$ cat src/rtl/hc_csr_bank.sv
// -----------------------------------------------------------------------------
// hc_csr_bank
// HardCloud MMIO CSR bank. Decodes CCI-P c0 MMIO writes and reads into a DSM
// base register, a control FSM driving the accelerator reset/start handshake,
// and an N-entry buffer table of cache-line address / size pairs.
//
// Ports:
//   clk, rst_n            clock, synchronous active-low reset
//   mmio_wr_valid/rd_valid MMIO write / read strobes
//   mmio_addr             MMIO dword address (byte address >> 2)
//   mmio_tid              read transaction ID, echoed on the response
//   mmio_wr_data          write data
//   mmio_rd_rsp_*         registered read response (latency 1)
//   dsm_base              DSM base address
//   buffer_addr/size      flattened buffer table, entry i at [42*i +: 42] / [32*i +: 32]
//   buffer_valid          entry i has had both address and size written
//   accel_rst_n           accelerator reset, low only in S_RESET
//   accel_start           one-cycle pulse on entry to S_RUN
//   accel_running         high while in S_RUN
//   accel_done            accelerator completion, sampled in S_RUN
// -----------------------------------------------------------------------------
module hc_csr_bank #(
    parameter int          NUM_BUFFERS  = 4,
    parameter logic [15:0] DSM_ADDR     = 16'h110,
    parameter logic [15:0] CONTROL_ADDR = 16'h118,
    parameter logic [15:0] STATUS_ADDR  = 16'h100,
    parameter logic [15:0] CYCLES_ADDR  = 16'h108,
    parameter logic [15:0] BUFFER_BASE  = 16'h120
) (
    input  logic                      clk,
    input  logic                      rst_n,
    input  logic                      mmio_wr_valid,
    input  logic                      mmio_rd_valid,
    input  logic [15:0]               mmio_addr,
    input  logic [8:0]                mmio_tid,
    input  logic [63:0]               mmio_wr_data,
    output logic                      mmio_rd_rsp_valid,
    output logic [8:0]                mmio_rd_rsp_tid,
    output logic [63:0]               mmio_rd_rsp_data,
    output logic [63:0]               dsm_base,
    output logic [NUM_BUFFERS*42-1:0] buffer_addr,
    output logic [NUM_BUFFERS*32-1:0] buffer_size,
    output logic [NUM_BUFFERS-1:0]    buffer_valid,
    output logic                      accel_rst_n,
    output logic                      accel_start,
    output logic                      accel_running,
    input  logic                      accel_done
);

    typedef enum logic [1:0] {
        S_RESET = 2'd0,
        S_IDLE  = 2'd1,
        S_RUN   = 2'd2,
        S_DONE  = 2'd3
    } state_e;

    // Register map in dword units, matching mmio_addr.
    localparam logic [15:0] DSM_DW    = DSM_ADDR >> 2;
    localparam logic [15:0] CONTROL_DW = CONTROL_ADDR >> 2;
    localparam logic [15:0] STATUS_DW = STATUS_ADDR >> 2;
    localparam logic [15:0] CYCLES_DW = CYCLES_ADDR >> 2;
    localparam logic [15:0] BUFFER_DW = BUFFER_BASE >> 2;

    // Entry i spans 16 bytes (4 dwords): address word first, size word at +8 bytes.
    function automatic logic [15:0] buf_dw(input int idx, input logic is_size);
        return BUFFER_DW + 16'(4 * idx) + (is_size ? 16'd2 : 16'd0);
    endfunction

    state_e                  state_q,     state_d;
    logic                    err_q,       err_d;
    logic                    done_q,      done_d;
    logic                    start_q,     start_d;
    logic [31:0]             cycles_q,    cycles_d;
    logic [63:0]             dsm_q,       dsm_d;
    logic [63:0]             ctrl_q,      ctrl_d;
    logic [NUM_BUFFERS-1:0]  addr_wr_q,   addr_wr_d;
    logic [NUM_BUFFERS-1:0]  size_wr_q,   size_wr_d;
    logic [41:0]             buf_addr_q [NUM_BUFFERS];
    logic [41:0]             buf_addr_d [NUM_BUFFERS];
    logic [31:0]             buf_size_q [NUM_BUFFERS];
    logic [31:0]             buf_size_d [NUM_BUFFERS];
    logic                    rsp_valid_q, rsp_valid_d;
    logic [8:0]              rsp_tid_q,   rsp_tid_d;
    logic [63:0]             rsp_data_q,  rsp_data_d;
    logic                    ctrl_wr;

    assign buffer_valid = addr_wr_q & size_wr_q;
    assign ctrl_wr      = mmio_wr_valid && (mmio_addr == CONTROL_DW);

    // NOTE: combinational logic uses blocking '=' and gives every target a
    // default first, so no path leaves a signal unassigned and no latch is inferred.
    always_comb begin
        state_d     = state_q;
        err_d       = err_q;
        done_d      = done_q;
        start_d     = 1'b0;
        cycles_d    = cycles_q;
        dsm_d       = dsm_q;
        ctrl_d      = ctrl_q;
        addr_wr_d   = addr_wr_q;
        size_wr_d   = size_wr_q;
        buf_addr_d  = buf_addr_q;
        buf_size_d  = buf_size_q;
        rsp_valid_d = mmio_rd_valid;
        rsp_tid_d   = mmio_rd_valid ? mmio_tid : rsp_tid_q;
        rsp_data_d  = rsp_data_q;

        // Read mux works on current register values, so a read coinciding with
        // a write returns the pre-write contents.
        if (mmio_rd_valid) begin
            rsp_data_d = 64'h0;
            if (mmio_addr == STATUS_DW)
                rsp_data_d = {32'b0, 16'(buffer_valid), 12'b0, err_q, done_q, state_q};
            else if (mmio_addr == CYCLES_DW)
                rsp_data_d = {32'b0, cycles_q};
            else if (mmio_addr == DSM_DW)
                rsp_data_d = dsm_q;
            else if (mmio_addr == CONTROL_DW)
                rsp_data_d = ctrl_q;
            for (int i = 0; i < NUM_BUFFERS; i++) begin
                if (mmio_addr == buf_dw(i, 1'b0)) rsp_data_d = {22'b0, buf_addr_q[i]};
                if (mmio_addr == buf_dw(i, 1'b1)) rsp_data_d = {32'b0, buf_size_q[i]};
            end
        end

        if (state_q == S_RUN && cycles_q != 32'hFFFF_FFFF)
            cycles_d = cycles_q + 32'd1;

        // A CONTROL write in the same cycle takes priority over completion.
        if (state_q == S_RUN && accel_done && !ctrl_wr) begin
            state_d = S_DONE;
            done_d  = 1'b1;
        end

        if (mmio_wr_valid) begin
            if (mmio_addr == DSM_DW)
                dsm_d = mmio_wr_data;

            if (ctrl_wr) begin
                ctrl_d = mmio_wr_data;
                case (mmio_wr_data)
                    64'h0: begin
                        state_d   = S_RESET;
                        done_d    = 1'b0;
                        err_d     = 1'b0;
                        cycles_d  = 32'h0;
                        addr_wr_d = '0;
                        size_wr_d = '0;
                    end
                    64'h1: begin
                        if (state_q == S_RESET) state_d = S_IDLE;
                        else                    err_d   = 1'b1;
                    end
                    64'h3: begin
                        if ((state_q == S_IDLE || state_q == S_DONE) && (&buffer_valid)) begin
                            state_d  = S_RUN;
                            start_d  = 1'b1;
                            cycles_d = 32'h0;
                            done_d   = 1'b0;
                        end else begin
                            err_d = 1'b1;
                        end
                    end
                    64'h7: begin
                        if (state_q == S_RUN) begin
                            state_d = S_IDLE;
                            done_d  = 1'b0;
                        end else begin
                            err_d = 1'b1;
                        end
                    end
                    default: err_d = 1'b1;
                endcase
            end

            // The datapath reads the table while running, so it is locked in S_RUN.
            for (int i = 0; i < NUM_BUFFERS; i++) begin
                if (mmio_addr == buf_dw(i, 1'b0)) begin
                    if (state_q == S_RUN) begin
                        err_d = 1'b1;
                    end else begin
                        buf_addr_d[i] = mmio_wr_data[41:0];
                        addr_wr_d[i]  = 1'b1;
                    end
                end
                if (mmio_addr == buf_dw(i, 1'b1)) begin
                    if (state_q == S_RUN) begin
                        err_d = 1'b1;
                    end else begin
                        buf_size_d[i] = mmio_wr_data[31:0];
                        size_wr_d[i]  = 1'b1;
                    end
                end
            end
        end
    end

    always_ff @(posedge clk) begin
        if (!rst_n) begin
            state_q     <= S_RESET;
            err_q       <= 1'b0;
            done_q      <= 1'b0;
            start_q     <= 1'b0;
            cycles_q    <= 32'h0;
            dsm_q       <= 64'h0;
            ctrl_q      <= 64'h0;
            addr_wr_q   <= '0;
            size_wr_q   <= '0;
            rsp_valid_q <= 1'b0;
            rsp_tid_q   <= 9'h0;
            rsp_data_q  <= 64'h0;
            // NOTE: the buffer table is a handful of flops, not a RAM, and the
            // bank must read back 0 after reset, so every entry is cleared here.
            for (int i = 0; i < NUM_BUFFERS; i++) begin
                buf_addr_q[i] <= 42'h0;
                buf_size_q[i] <= 32'h0;
            end
        end else begin
            state_q     <= state_d;
            err_q       <= err_d;
            done_q      <= done_d;
            start_q     <= start_d;
            cycles_q    <= cycles_d;
            dsm_q       <= dsm_d;
            ctrl_q      <= ctrl_d;
            addr_wr_q   <= addr_wr_d;
            size_wr_q   <= size_wr_d;
            rsp_valid_q <= rsp_valid_d;
            rsp_tid_q   <= rsp_tid_d;
            rsp_data_q  <= rsp_data_d;
            buf_addr_q  <= buf_addr_d;
            buf_size_q  <= buf_size_d;
        end
    end

    for (genvar g = 0; g < NUM_BUFFERS; g++) begin : g_flat
        assign buffer_addr[42*g +: 42] = buf_addr_q[g];
        assign buffer_size[32*g +: 32] = buf_size_q[g];
    end

    assign mmio_rd_rsp_valid = rsp_valid_q;
    assign mmio_rd_rsp_tid   = rsp_tid_q;
    assign mmio_rd_rsp_data  = rsp_data_q;
    assign dsm_base          = dsm_q;
    assign accel_rst_n       = (state_q != S_RESET);
    assign accel_start       = start_q;
    assign accel_running     = (state_q == S_RUN);

endmodule
$ cat config.mk
export PLATFORM = sky130hd
export DESIGN_NAME = hc_csr_bank
export DESIGN_NICKNAME = d
export VERILOG_FILES = /design/src/rtl/hc_csr_bank.sv
export SDC_FILE = /design/constraint.sdc
export NUM_CORES = 1
export LEC_CHECK = 0
export BUFFER_PORTS_ARGS = -buffer_cell sky130_fd_sc_hd__buf_2
export CAP_MARGIN = 20
export CORE_ASPECT_RATIO = 1.75
export CORE_MARGIN = 5
export CORE_UTILIZATION = 46
export DETAILED_ROUTE_END_ITERATION = 8
export PLACE_DENSITY_LB_ADDON = 0.1
export SLEW_MARGIN = 15
export SYNTH_ARGS = -nofsm -noshare
export SYNTH_HDL_FRONTEND = slang
export SYNTH_SLANG_ARGS = --single-unit
$ cat constraint.sdc
create_clock -name clk -period 2.7 [get_ports clk]
set_input_delay 0.27 -clock clk [delete_from_list [all_inputs] [get_ports clk]]
set_output_delay 0.27 -clock clk [all_outputs]
set_load 0.03 [all_outputs]
# After elaboration in Yosys (flattened, before gate mapping)
# Cells that the tools add are included.
dict set report word_totals {
  wordCells 139
  input_bits 94
  register_bits 543
}
dict set report op_classes {
  n_mux 75
  addsub 1
  n_reduce_logical 22
  bitwise_logic 2
  eq_ne 19
}
# op count
set op_table {}
lappend op_table {{64-bit two-way mux} 12}
lappend op_table {{16-bit by 7-bit == test with 1-bit output (second input constant)} 12}
lappend op_table {{32-bit two-way mux} 4}
lappend op_table {{64-bit by 1-bit == test with 1-bit output (second input constant)} 1}
lappend op_table {{64-bit by 2-bit == test with 1-bit output (second input constant)} 1}
lappend op_table {{64-bit by 3-bit == test with 1-bit output (second input constant)} 1}
lappend op_table {{64-bit logical NOT} 1}
lappend op_table {{32-bit case mux with 2 select lines} 1}
lappend op_table {{1-bit two-way mux} 45}
lappend op_table {{32-bit by 1-bit adder with 32-bit output (second input constant)} 1}
lappend op_table {{32-bit != test (second input constant)} 1}
lappend op_table {{3-bit AND reduction} 8}
lappend op_table {{4-bit two-way mux} 4}
lappend op_table {{2-bit two-way mux} 6}
lappend op_table {{2-bit case mux with 4 select lines} 1}
lappend op_table {{4-bit AND reduction} 2}
lappend op_table {{1-bit logical AND} 5}
lappend op_table {{4-bit AND} 1}
lappend op_table {{2-bit == test (second input constant)} 2}
lappend op_table {{1-bit case mux with 4 select lines} 1}
lappend op_table {{2-bit AND reduction} 2}
lappend op_table {{1-bit case mux with 3 select lines} 1}
lappend op_table {{2-bit by 1-bit == test with 1-bit output (second input constant)} 1}
lappend op_table {{2-bit logical NOT} 1}
lappend op_table {{other kinds (4)} 4}

# Logic depth before layout (Yosys ltp)
dict set report depth {
  word_depth 25
  mapped_depth 10
}

# Least setup slack after synthesis
# OpenSTA, ideal clock, no wires.
dict set report synth_path {
  path_kind {input-to-reg}
  startpoint {input mmio_addr[11]}
  endpoint {register rsp_data_q[31], in the netlist mmio_rd_rsp_data[31]}
  arrival_ns 2.015
  n_path_buf 3
  stages 9
  setup_time_ns 0.114
  path_slack_ns 0.572
  cell_sequence {nor4_4 > and3_1 > buf_2 > buf_2 > o21ai_1 > clkbuf_1 > a222oi_1 > nor3_1 > a21o_1}
}
dict set report synth_via {
  elab_chain_cells 13
  word_cells_on_any_way 24
  cone_classes {eq/ne: 12; mux: 12}
}
# element line
set synth_lines {}
lappend synth_lines {{start: declaration} 34} ;# input logic [15:0] mmio_addr,
lappend synth_lines {{16-bit by 7-bit == test with 1-bit output} 118} ;# else if (mmio_addr == CONTROL_DW)
lappend synth_lines {{64-bit two-way mux} 118}
lappend synth_lines {{64-bit two-way mux} 116} ;# else if (mmio_addr == DSM_DW)
lappend synth_lines {{64-bit two-way mux} 114} ;# else if (mmio_addr == CYCLES_DW)
lappend synth_lines {{64-bit two-way mux} 112} ;# if (mmio_addr == STATUS_DW)
lappend synth_lines {{64-bit two-way mux} 121} ;# if (mmio_addr == buf_dw(i, 1'b0)) rsp_data_d = {22'b0, buf_addr_q[i]};
lappend synth_lines {{64-bit two-way mux} 122} ;# if (mmio_addr == buf_dw(i, 1'b1)) rsp_data_d = {32'b0, buf_size_q[i]};
lappend synth_lines {{64-bit two-way mux} 121}
lappend synth_lines {{64-bit two-way mux} 122}
lappend synth_lines {{64-bit two-way mux} 121}
lappend synth_lines {{64-bit two-way mux} 122}
lappend synth_lines {{64-bit two-way mux} 121}
lappend synth_lines {{64-bit two-way mux *} 122}
lappend synth_lines {{end signal: assignment} 230} ;# rsp_data_q <= rsp_data_d;
lappend synth_lines {{end: declaration} 84} ;# logic [63:0] rsp_data_q, rsp_data_d;
# Every way passes the cells marked *; elsewhere a longest branch is shown, timed or not.
# A chain may end at the register's enable or synchronous reset.

# Worst setup path in the final report
dict set report layout_path {
  startpoint {input mmio_wr_data[32]}
  endpoint {register cycles_q[10]}
}
dict set report layout_via {
  elab_chain_cells 4
  word_cells_on_any_way 5
  cone_classes {eq/ne: 1; mux: 3; reduce/logical: 1}
}
# element line
set layout_lines {}
lappend layout_lines {{start: declaration} 36} ;# input logic [63:0] mmio_wr_data,
lappend layout_lines {{64-bit by 2-bit == test with 1-bit output or 64-bit logical NOT (tied branches)} 141} ;# case (mmio_wr_data)
lappend layout_lines {{32-bit case mux with 2 select lines *} 141}
lappend layout_lines {{32-bit two-way mux *} 139} ;# if (ctrl_wr) begin
lappend layout_lines {{32-bit two-way mux *} 135} ;# if (mmio_wr_valid) begin
lappend layout_lines {{end signal: assignment} 223} ;# cycles_q <= cycles_d;
lappend layout_lines {{end: declaration} 73} ;# logic [31:0] cycles_q, cycles_d;
# Marks and branches as above.

==> impl_metrics.csv <==
group,metric,value,unit
clock_tree,numCtsBuffers,52,
logic_synthesis,syn_area,24330,um2
clock_tree,cts.clk_slew.worst_paths,60,ps
finish,layout.cells.non_filler,4271,
worst_setup_path,cp.required,3190,ps
placed_design,placed_cell_area,29170,um2
sta,fmax,0.3671,GHz
sta,skew,18.23,ps
finish,final_core_util,60.08,%
power,p_leak,0.01261,uW
floorplan,die_w,183.9,um
clock_tree,postCtsSetupBuffers,0,
detailed_routing,drtIter0Drc,2509,
worst_setup_path,reg2reg_depth,8,
finish,multi_input_area,12500,um2
detailed_routing,final_antenna_net_count,0,
logic_synthesis,syn_inst,2974,
placed_design,placed_cells,4127,
sta,finalSetupViolations,28,
placed_design,place_ws,-102.0,ps
sta,timing_hold_violations_final,0,
finish,register_area,10870,um2
clock_tree,cts.sinks,543,
outcome,violations,"setup timing",
logic_synthesis,netlist_top_cells_area,"dfxtp_1 (45%), nand2_1 (14%), a21boi_1 (11%)",
global_routing,busiest_layer,"met2",
finish,syn2layout_area_growth,29.29,%
floorplan,dieHeight,314.2,um
detailed_routing,finalWirelength,115.6,mm
power,power_density,530.5,nW/um2
outcome,status,"finished, violations left",
placed_design,place_hpwl,82.80,mm
logic_synthesis,synthFlopType,"dfxtp_1",
sta,max_slew.worst_pin.slew,822.0,ps
job,maxCapViolCount,0,
worst_setup_path,worstPathMaxFanout,32,
global_routing,use_met1,41.67,%
worst_setup_path,r2r-start,"state_q[1]",
worst_setup_path,crit_start,"mmio_wr_data[32]",
logic_synthesis,yosysUniqueCellTypes,75,
global_routing,grtUsageMet3,7.827,%
global_routing,grt_usage,38.07,%
global_routing,antenna_found_initial,3,
sta,rsz0062_at_grt,"false",
finish,drive_above_1_share,24.57,%
worst_setup_path,end_kind,"flop",
clock_tree,cts-root-buf,"clkbuf_16",
placed_design,io_buffer_count,534,
worst_setup_path,r2r_setup_slack,370,ps
logic_synthesis,synth-edff-count,0,
sta,min_period_over_period,100.9,%
detailed_routing,vias,25970,
logic_synthesis,synth_top_area_share,44.68,%
logic_synthesis,synth_top_cell_by_area,"dfxtp_1",
logic_synthesis,ys_seq_area_share,44.68,%
floorplan,ios,535,
detailed_routing,first_pass_iters,7,
floorplan,start_util,46.47,%
clock_tree,cts_tree,"yes",
worst_setup_path,critPathLaunchType,"primary input",
worst_hold_path,hold_class,"primary input to flop",
logic_synthesis,synth_warnings,0,
detailed_routing,drt-wirelength-per-cell,27.07,um
logic_synthesis,synth_seq_cells,543,
detailed_routing,drc,0,
global_routing,grt_max_degree,196,
clock_tree,clock_path_buffers,3,
global_routing,grt.met2_usage,66.39,%
sta,setup_slack,-24.39,ps
sta,setup_tns,-273.4,ps
worst_setup_path,crit_arrival,3210,ps
sta,slew_headroom,45.20,%
finish,n_fill_cell,4761,
worst_setup_path,timing.rr.end,"cycles_q[30]",
global_routing,grt_pass1_vias,25900,
floorplan,dieArea,57770,um2
floorplan,core,52360,um2
clock_tree,cts_max_level,2,
clock_tree,clock_latency,610,ps
sta,period_minus_slack,2724,ps
logic_synthesis,synth_nets,3069,
global_routing,grt_pass1_wl,167.1,mm
logic_synthesis,synth_area_per_cell,8.181,um2
global_routing,overflow,0,
logic_synthesis,async_flop_share,0,%
sta,drv_slew,0,
worst_setup_path,critical_path_class,"primary input to flop",
power,ir_drop,0.5257,mV
finish,final_nets,3643,
detailed_routing,avgViaCountPerCell,6.081,
placed_design,place.gp.congestion,0.9699,
finish,fin_area,31460,um2
worst_setup_path,critPathCapture,"cycles_q[10]",
floorplan,fp-row-count,111,
[synth_stat cells (all sizes together), types with 3 or more instances]
master   instances
a211o           20
nand3           34
o2bb2ai         21
nor4b            4
nor3b            4
nand3b           4
nand2          917
o21ai           53
and2            33
nor3            26
and3            16
a211oi          11
buf             91
a21o             4
xor2            20
nor4            18
or3              3
a222oi          26
o221ai          32
o21bai          21
a2bb2oi         24
a21boi         427
a22oi           81
a221oi          53
xnor2           11
and4             7
or4b             3
clkbuf         178
o211a            5
a21oi           53
dfxtp          543
o22ai           12
nand2b           9
a22o            10
nor2b           25
inv              5
a31oi            3
nor2            99
nand4           20
mux2i           20
[sequential cells by signal, indices dropped and copies added, names as in the netlist]
name               flops
cycles_q              32
mmio_rd_rsp_data      64
buffer_size          128
addr_wr_q              4
dsm_base              64
buffer_addr          168
accel_start            1
done_q                 1
size_wr_q              4
state_q                2
ctrl_q                64
mmio_rd_rsp_valid      1
mmio_rd_rsp_tid        9
err_q                  1
[area by class of cell]
type / count / area share [%]
antenna: 3 / 0.02387
clock buffer: 76 / 5.067
clock inverter: 20 / 0.7120
inverter: 5 / 0.05966
multi-input combinational: 2157 / 39.72
sequential: 543 / 34.56
tap: 678 / 2.697
timing repair buffer: 789 / 17.16
[how the worst min path moves through the flow]
| stage | end | cells past startpoint | startpoint | slack [ps] |
|---|---|---|---|---|
| floorplan | buffer_addr[116] | 2 | mmio_wr_data[32] | 400 |
| global placement | ctrl_q[38] | 2 | ctrl_q[38] | 440 |
| detailed placement | mmio_rd_rsp_data[14] | 1 | mmio_rd_rsp_data[14] | 450 |
| CTS | buffer_size[44] | 3 | mmio_wr_data[12] | 0.2 |
| global route | buffer_size[76] | 3 | mmio_wr_data[12] | 20 |
| finish | buffer_size[108] | 3 | mmio_wr_data[12] | 20 |
[stage by stage]
| stage | hold slack (ps) | power [uW] |
|---|---|---|
| 3_3_place_gp | 437.6 | 8974 |
| 5_1_grt | 23.36 | 17080 |
| 2_1_floorplan | 404.9 | 8608 |
| 6_report | 19.40 | 16690 |
| 3_5_place_dp | 445.1 | 8980 |
| 4_1_cts | 0.1934 | 16730 |
[critical path, cell delays in order]
cell and delay, ps:
dlygate4sd3_1 530, buf_2 170, nor4_1 530, buf_4 220, nand4_1 200, nor3_1 270
buf_4 160, nand4_1 160, o31ai_4 370, buf_12 230, nor3_1 80
[cells by family (layout without fill, tap and decap cells)]
kind of cell / count (synthesis) / in the layout / share of synthesized area (%)
compound gates: 873 / 873 / 27.04
xor+xnor: 31 / 31 / 1.116
mux: 22 / 22 / 0.9153
buf+inv: 274 / 890 / 4.757
simple gates: 1230 / 1230 / 21.44
flops: 543 / 543 / 44.68
fa+ha+maj: 1 / 1 / 0.05142
other cells: 0 / 3 / 0
[timing repair]
| item | CTS | global route |
|---|---|---|
| hold endpoints to repair | 108 | 0 |
| hold buffers | 45 | 0 |
| setup endpoints to repair | 0 | 33 |
| resized for setup | 0 | 1 |
[power by group]
| group | switching [uW] | leakage (uW) | internal [uW] |
|---|---|---|---|
| combinational | 527 | 0.00734 | 322 |
| clock | 3330 | 0.000903 | 4480 |
| sequential | 4.97 | 0.00437 | 8020 |
| total | 3860 | 0.0126 | 12800 |
[cell usage in the layout (no fill, tap or decap), drive strengths merged, types with 20 or more instances in the layout]
cell / n
buf: 744
o21bai: 21
o21ai: 53
nand2: 917
and2: 33
a21boi: 427
mux2i: 20
clkbuf: 76
a222oi: 26
nand4: 20
nor2b: 25
a21oi: 53
o2bb2ai: 21
nor2: 99
a22oi: 81
xor2: 20
nor3: 26
a211o: 20
dlygate4sd3: 45
nand3: 34
dfxtp: 543
a2bb2oi: 24
o221ai: 32
a221oi: 53
[routing by layer]
metal	routed length (um)	share of wire [%]
met2	56760	49
met5	0	0
met4	8765	7.6
met1	39540	34
met3	10540	9.1
(Power assumes the default switching activity.)
